--- src/rtl/clk_div_int.sv ---
// rtl/clk_div_int.sv - runtime-programmable integer clock divider with glitch-free ratio changes
//
// Purpose: divides CLK by a runtime ratio N (DIV_RATIO). Ratios 0 and 1, a
// cleared enable, and reset all pass CLK straight through (bypass). For N>=2
// the output is low for ceil(N/2) cycles, then high for floor(N/2) cycles.
// A new ratio is only adopted at a period boundary, so a change mid-period
// can never produce a runt pulse.
//
// Optional build macro: CLK_DIV_PERIOD_TICK_EN adds PERIOD_TICK, a one-cycle
// registered pulse following every period boundary while dividing.
//
// Ports:
//   CLK          reference clock
//   RST          asynchronous active-low reset (deasserts synchronously to CLK)
//   CLK_EN       divider enable; low selects bypass
//   DIV_RATIO    requested division ratio N
//   DIV_CLK      divided clock, or CLK in bypass
//   PERIOD_TICK  period-boundary pulse (CLK_DIV_PERIOD_TICK_EN builds only)

module clk_div_int #(
    parameter int RATIO_WD = 8
) (
    input  logic                CLK,
    input  logic                RST,
    input  logic                CLK_EN,
    input  logic [RATIO_WD-1:0] DIV_RATIO,
    output logic                DIV_CLK
`ifdef CLK_DIV_PERIOD_TICK_EN
    ,
    output logic                PERIOD_TICK
`endif
);

    // The longest phase is ceil((2^W-1)/2) = 2^(W-1) cycles, so a
    // W-1 bit counter holding (phase length - 1) is always wide enough.
    localparam int CW = RATIO_WD - 1;

    localparam logic [RATIO_WD-1:0] RATIO_ONE = RATIO_WD'(1);
    localparam logic [RATIO_WD-1:0] RATIO_TWO = RATIO_WD'(2);
    localparam logic [RATIO_WD:0]   X_ONE     = (RATIO_WD+1)'(1);
    localparam logic [CW-1:0]       CNT_ONE   = CW'(1);

    logic [CW-1:0]       cnt_q,   cnt_d;
    logic                div_q,   div_d;
    logic [RATIO_WD-1:0] ratio_q, ratio_d;
    logic                run_q,   run_d;

    logic                ratio_le1;
    logic                bypass;
    logic [RATIO_WD:0]   ratio_x;
    logic [RATIO_WD:0]   phase_len;
    logic [RATIO_WD:0]   phase_last;
    logic                at_end;

    assign ratio_le1 = (ratio_q <= RATIO_ONE);
    assign bypass    = !run_q || ratio_le1;

    // Low phase is the longer one for odd N: ceil(N/2) low, floor(N/2) high.
    assign ratio_x    = {1'b0, ratio_q};
    assign phase_len  = div_q ? (ratio_x >> 1) : ((ratio_x + X_ONE) >> 1);
    assign phase_last = phase_len - X_ONE;
    assign at_end     = (phase_last == {2'b00, cnt_q});

    always_comb begin
        cnt_d   = cnt_q;
        div_d   = div_q;
        ratio_d = ratio_q;
        run_d   = run_q;
        if (!run_q) begin
            if (CLK_EN) begin
                run_d   = 1'b1;
                ratio_d = DIV_RATIO;
                cnt_d   = '0;
                div_d   = 1'b0;
            end
        end else if (!CLK_EN) begin
            // Dropping the enable wins over a boundary on the same edge;
            // truncating the current period is acceptable here.
            run_d = 1'b0;
            cnt_d = '0;
            div_d = 1'b0;
        end else if (ratio_le1) begin
            // While passing CLK through, every edge is a boundary, so a
            // newly requested N>=2 starts cleanly at the low phase.
            ratio_d = DIV_RATIO;
            cnt_d   = '0;
            div_d   = 1'b0;
        end else if (at_end) begin
            div_d = !div_q;
            cnt_d = '0;
            // High-to-low transition closes the period: adopt the new ratio.
            if (div_q) begin
                ratio_d = DIV_RATIO;
            end
        end else begin
            cnt_d = cnt_q + CNT_ONE;
        end
    end

    always_ff @(posedge CLK or negedge RST) begin
        if (!RST) begin
            cnt_q   <= '0;
            div_q   <= 1'b0;
            ratio_q <= RATIO_ONE;
            run_q   <= 1'b0;
        end else begin
            cnt_q   <= cnt_d;
            div_q   <= div_d;
            ratio_q <= ratio_d;
            run_q   <= run_d;
        end
    end

    // Combinational mux: in bypass and during reset the output is CLK itself.
    assign DIV_CLK = bypass ? CLK : div_q;

`ifdef CLK_DIV_PERIOD_TICK_EN
    logic tick_q, tick_d;

    // Pulse after a dividing boundary; suppressed when the ratio being loaded
    // puts the output into bypass, so the tick is never high in bypass.
    always_comb begin
        tick_d = 1'b0;
        if (run_q && CLK_EN && !ratio_le1 && at_end && div_q && (DIV_RATIO >= RATIO_TWO)) begin
            tick_d = 1'b1;
        end
    end

    always_ff @(posedge CLK or negedge RST) begin
        if (!RST) begin
            tick_q <= 1'b0;
        end else begin
            tick_q <= tick_d;
        end
    end

    assign PERIOD_TICK = tick_q;
`endif

endmodule

--- config.mk ---
export PLATFORM = sky130hd
export DESIGN_NAME = clk_div_int
export DESIGN_NICKNAME = d
export VERILOG_FILES = /design/src/rtl/clk_div_int.sv
export SDC_FILE = /design/constraint.sdc
export NUM_CORES = 1
export LEC_CHECK = 0
export ABC_AREA = 1
export CORE_MARGIN = 1
export CORE_UTILIZATION = 51
export DETAILED_ROUTE_END_ITERATION = 16
export GPL_ROUTABILITY_DRIVEN = 0
export PLACE_DENSITY = 0.75
export SLEW_MARGIN = 10
export SYNTH_ARGS = -nofsm -noshare
export SYNTH_HDL_FRONTEND = slang
export SYNTH_SLANG_ARGS = --single-unit
--- constraint.sdc ---
create_clock -name CLK -period 2.4 [get_ports CLK]
set_clock_uncertainty 0.1 [all_clocks]
set_input_delay 0.36 -clock CLK [delete_from_list [all_inputs] [get_ports CLK]]
set_output_delay 0.36 -clock CLK [all_outputs]
set_load 0.01 [all_outputs]
== Word-level counts from Yosys, hierarchy flattened ==
Index checks and enable logic that the tools add are counted.
Storage, ports and cells
  register bits after elaboration: 17
  bits of input ports: 11
  output and inout bits: 1
  word-level logic and storage cells: 37
Cells by class
  add/subtract/negate cells: 3
  $lt $le $gt $ge: 1
  equal/unequal tests: 4
  multiplexer cells: 19
  reduce and logical (&&, ||, !) cells: 6
Operators with widths (count)
  8-bit 2-to-1 mux: 7
  7-bit 2-to-1 mux: 5
  8-bit by 1-bit adder with 9-bit output, second input constant: 1
  9-bit by 7-bit equality test with 1-bit output: 1
  8-bit by 1-bit subtractor with 9-bit output, second input constant: 1
  8-bit by 1-bit <= comparator with 1-bit output, second input constant: 1
  7-bit by 1-bit adder with 7-bit output, second input constant: 1
  1-bit 2-to-1 mux: 7
  4-bit by 2-bit inequality test with 1-bit output, second input constant: 1
  3-bit by 1-bit inequality test with 1-bit output, second input constant: 1
  3-bit by 2-bit inequality test with 1-bit output, second input constant: 1
  3-bit AND reduction: 1
  1-bit zero test: 2
  2-bit AND reduction: 1
  2-bit nonzero test: 1
  1-bit logical OR: 1

== Logic depth before layout (Yosys ltp) ==
  depth in word-level cells: 8
  depth in mapped cells: 18
  mapped depth without buffers: 18

==> results.md <==
- Synth Register Bits: 17
- Leak pwr: 0.876 nW
- Count leader, synth: nand2_1
- Largest area contributor in the netlist: dfrtp_1
- Fin crit share: 1.13
- CP Cell Sequence: inv_2 -> ha_4 -> nand2_2 -> nand2_2 -> inv_2 -> ha_4 -> xor2_1 -> o21ai_1 -> nor2_1 -> nand3_1 -> a21oi_1 -> nand3_1 -> nor2_1 -> nand2_2 -> nand2_4 -> nand3_4 -> nand2_2 -> nand2_1
- Core box area: between 2000 and 2500 um2
- Detail Route Antenna Nets: 0
- Final WL: 3.61 mm
- Largest net degree at the start of global routing: 18
- Most used DFF post-synth: dfrtp_1
- Hold-fix buffers, CTS: 0
- Number of global-route vias before repair: approximately 1400
- Final Max Slew Viols: 0
- Minimum clock period: 2710 ps
- Post-Layout Cell Count: roughly 260
- DR iter-0 viols: 47
- Final setup TNS: -3940 ps
- Clock power frac: 0.109
- Synth Warn #: 0
- Port Buffers: 11
- Layout cells sized above 1: 0.309
- Via-per-instance ratio: about 5.5
- Sequential power share: 0.225
- Initial antenna violation count: 0
- Synthesized net count: 208
- Count of cell types in the netlist: 29
- Total design power: ~2.3 mW
- EDFF count, synth: 0
- Gate power share: 0.666
- I/O Pins: 12
- Setup WS post-layout: -314 ps
- Outcome: finished, violations left
- CP endpoint kind: flop
- CP arrival: approximately 2900 ps
- Die H: 53.0 um
- CP Max Fanout: 8
- Grt ovf: 0
- Initial core utilization: 0.536
- Fill cell count: between 150 and 200
- CP delay by family, top: simple AND/OR/NAND/NOR gates
- Peak VDD IR: ~0.94 mV
- First-pass GRT wire length: around 5.7 mm
- Avg Cell Area, Syn: 6.92 um2
- Slowest CP cell: dfstp_2
- Fmax: around 0.37 GHz
- Setup violators final: 16
- Hold Vio Cnt, Final: 0
- Synth top cells by count: nand2_1 (59), inv_1 (20), nor2_1 (20)
- Sw frac: 0.469
- Reg clk slew, reported paths: 100 ps
- Failing checks: negative setup slack
- Chip width: roughly 53 um
- Final net count: between 200 and 300
- Placed insts: ~250
- Area contributors post-synth: dfrtp_1 (30%), nand2_1 (17%), inv_1 (5.6%), nand4_1 (5.6%), nor2_1 (5.6%)
- CP required: around 2600 ps
- Post-route DRC violation count: 0
- HPWL Detailed: between 2 and 3 mm
- P&R area growth vs syn: 37.2%
- CTS tree: built
- Worst setup SP type: flop
- Global Route Usage Sum: 0.286
- Worst min path class: input pin to asynchronous set/reset pin
- PD cells: 1270 nW/um2
- WL/cell: 13.7 um
- Crit path kind: flop to flop
- Worst-margin pin slew: roughly 750 ps
- Async set or reset register ratio after synthesis: 1.00
- Placed Area: between 1500 and 2000 um2
- Cell Area, Synth: 1330 um2
- N_diodes: 0
- Max cap viols: 0
- Switch Pwr: 1.08 mW
- Max-slew headroom: 0.496
- Post-Syn Instances: ~190
- Synth top area share: 0.301
- Die ar.: around 2800 um2
- Final instance area: ~1800 um2
- Vias: between 1000 and 1500
- Sequential-to-total area share from yosys stat: 0.321
- CP bufs+invs: 2
- Slowest stage delay, CP: around 580 ps
- Most frequent CP cell: nand2_2
- DR pass1 iterations: 4
- RSZ-0062 raised after global routing: yes
- Power Internal: about 1.2 mW
- Rows: 18
- Worst skew pair latency: approximately 400 ps
## placed cells by master (no fill, tap or decap), types with 2 or more instances in the layout
cell             instances
nand2_1                 51
nor2_4                   2
o22ai_2                  2
inv_2                    6
nand3_1                 14
o21ai_1                  3
xor2_1                   6
dfrtp_1                 16
clkbuf_4                 6
nand2_2                 15
buf_4                   20
buf_6                    3
ha_1                     2
o22ai_1                  2
nor2_2                   4
nor2_1                  18
nand3_4                  2
a21oi_2                  2
inv_1                   17
nand3_2                  2
clkdlybuf4s50_1         10
a21oi_1                  2
ha_4                     3
nor3_1                   2
nand4_1                 12
## final timing paths
check	from	cells past startpoint	end	slack, ps
setup reg to reg	ratio_q[0]	18	ratio_q[6]	-310
setup / recovery	ratio_q[0]	18	ratio_q[6]	-310
hold reg to reg	ratio_q[6]	2	ratio_q[6]	450
max in group asynchronous	RST	1	cnt_q[0]	1430
hold / removal	RST	1	ratio_q[4]	290
min in group CLK	DIV_RATIO[0]	3	ratio_q[0]	400
## flip-flops by register name, summed over array words and instances, names as in the netlist
register	count
cnt_q	7
ratio_q	8
run_q	1
div_q	1
## cell families after synthesis
group	Yosys count	synth area share
AO/OA/AOI/OAI	13	0.0603
adder cells (fa/ha/maj)	5	0.0471
XOR/XNOR	7	0.0461
AND/OR/NAND/NOR	125	0.454
buffers and inverters	25	0.0716
flip-flops	17	0.321
## per-stage QoR
| step | hold WS, ps | utilization | setup slack (ps) |
|---|---|---|---|
| floorplan | -35.6 | - | -151 |
| global placement | 409 | 0.663 | -218 |
| detailed placement | 434 | 0.663 | -296 |
| CTS | 311 | 0.723 | -282 |
| global route | 338 | 0.736 | -467 |
| finish | 290 | 0.736 | -314 |
## power by group through the flow
| stage | registers [mW] | logic (mW) | clock network, mW |
|---|---|---|---|
| after floorplan | 0.481 | 0.890 | 0.0139 |
| after global placement | 0.501 | 1.27 | 0.0305 |
| after detailed placement | 0.511 | 1.31 | 0.0305 |
| after CTS | 0.504 | 1.51 | 0.251 |
| after global routing | 0.529 | 1.70 | 0.278 |
| final | 0.520 | 1.54 | 0.251 |
## cell type report
cell class / instances / area, um2 / share of cell area
inverter: 24 / 90.1 / 0.0494
tap: 30 / 37.5 / 0.0206
multi-input combinational: 150 / 911 / 0.500
sequential: 17 / 427 / 0.234
timing repair buffer: 34 / 304 / 0.167
clock buffer: 8 / 53.8 / 0.0295
## what timing repair did
action | CTS | global route
setup endpoints to repair | 19 | 19
hold endpoints to repair | 0 | 0
pin swaps | 18 | 5
buffers inserted | 6 | 2
resized for setup | 18 | 7
## routing by layer
layer,share of wire,wire (um),GRT usage
met1,0.43,1550,0.332
met2,0.50,1810,0.489
met3,0.054,194,0.0489
met4,0.013,46,0.162
met5,0,0,0
(Power assumes the default switching activity.)
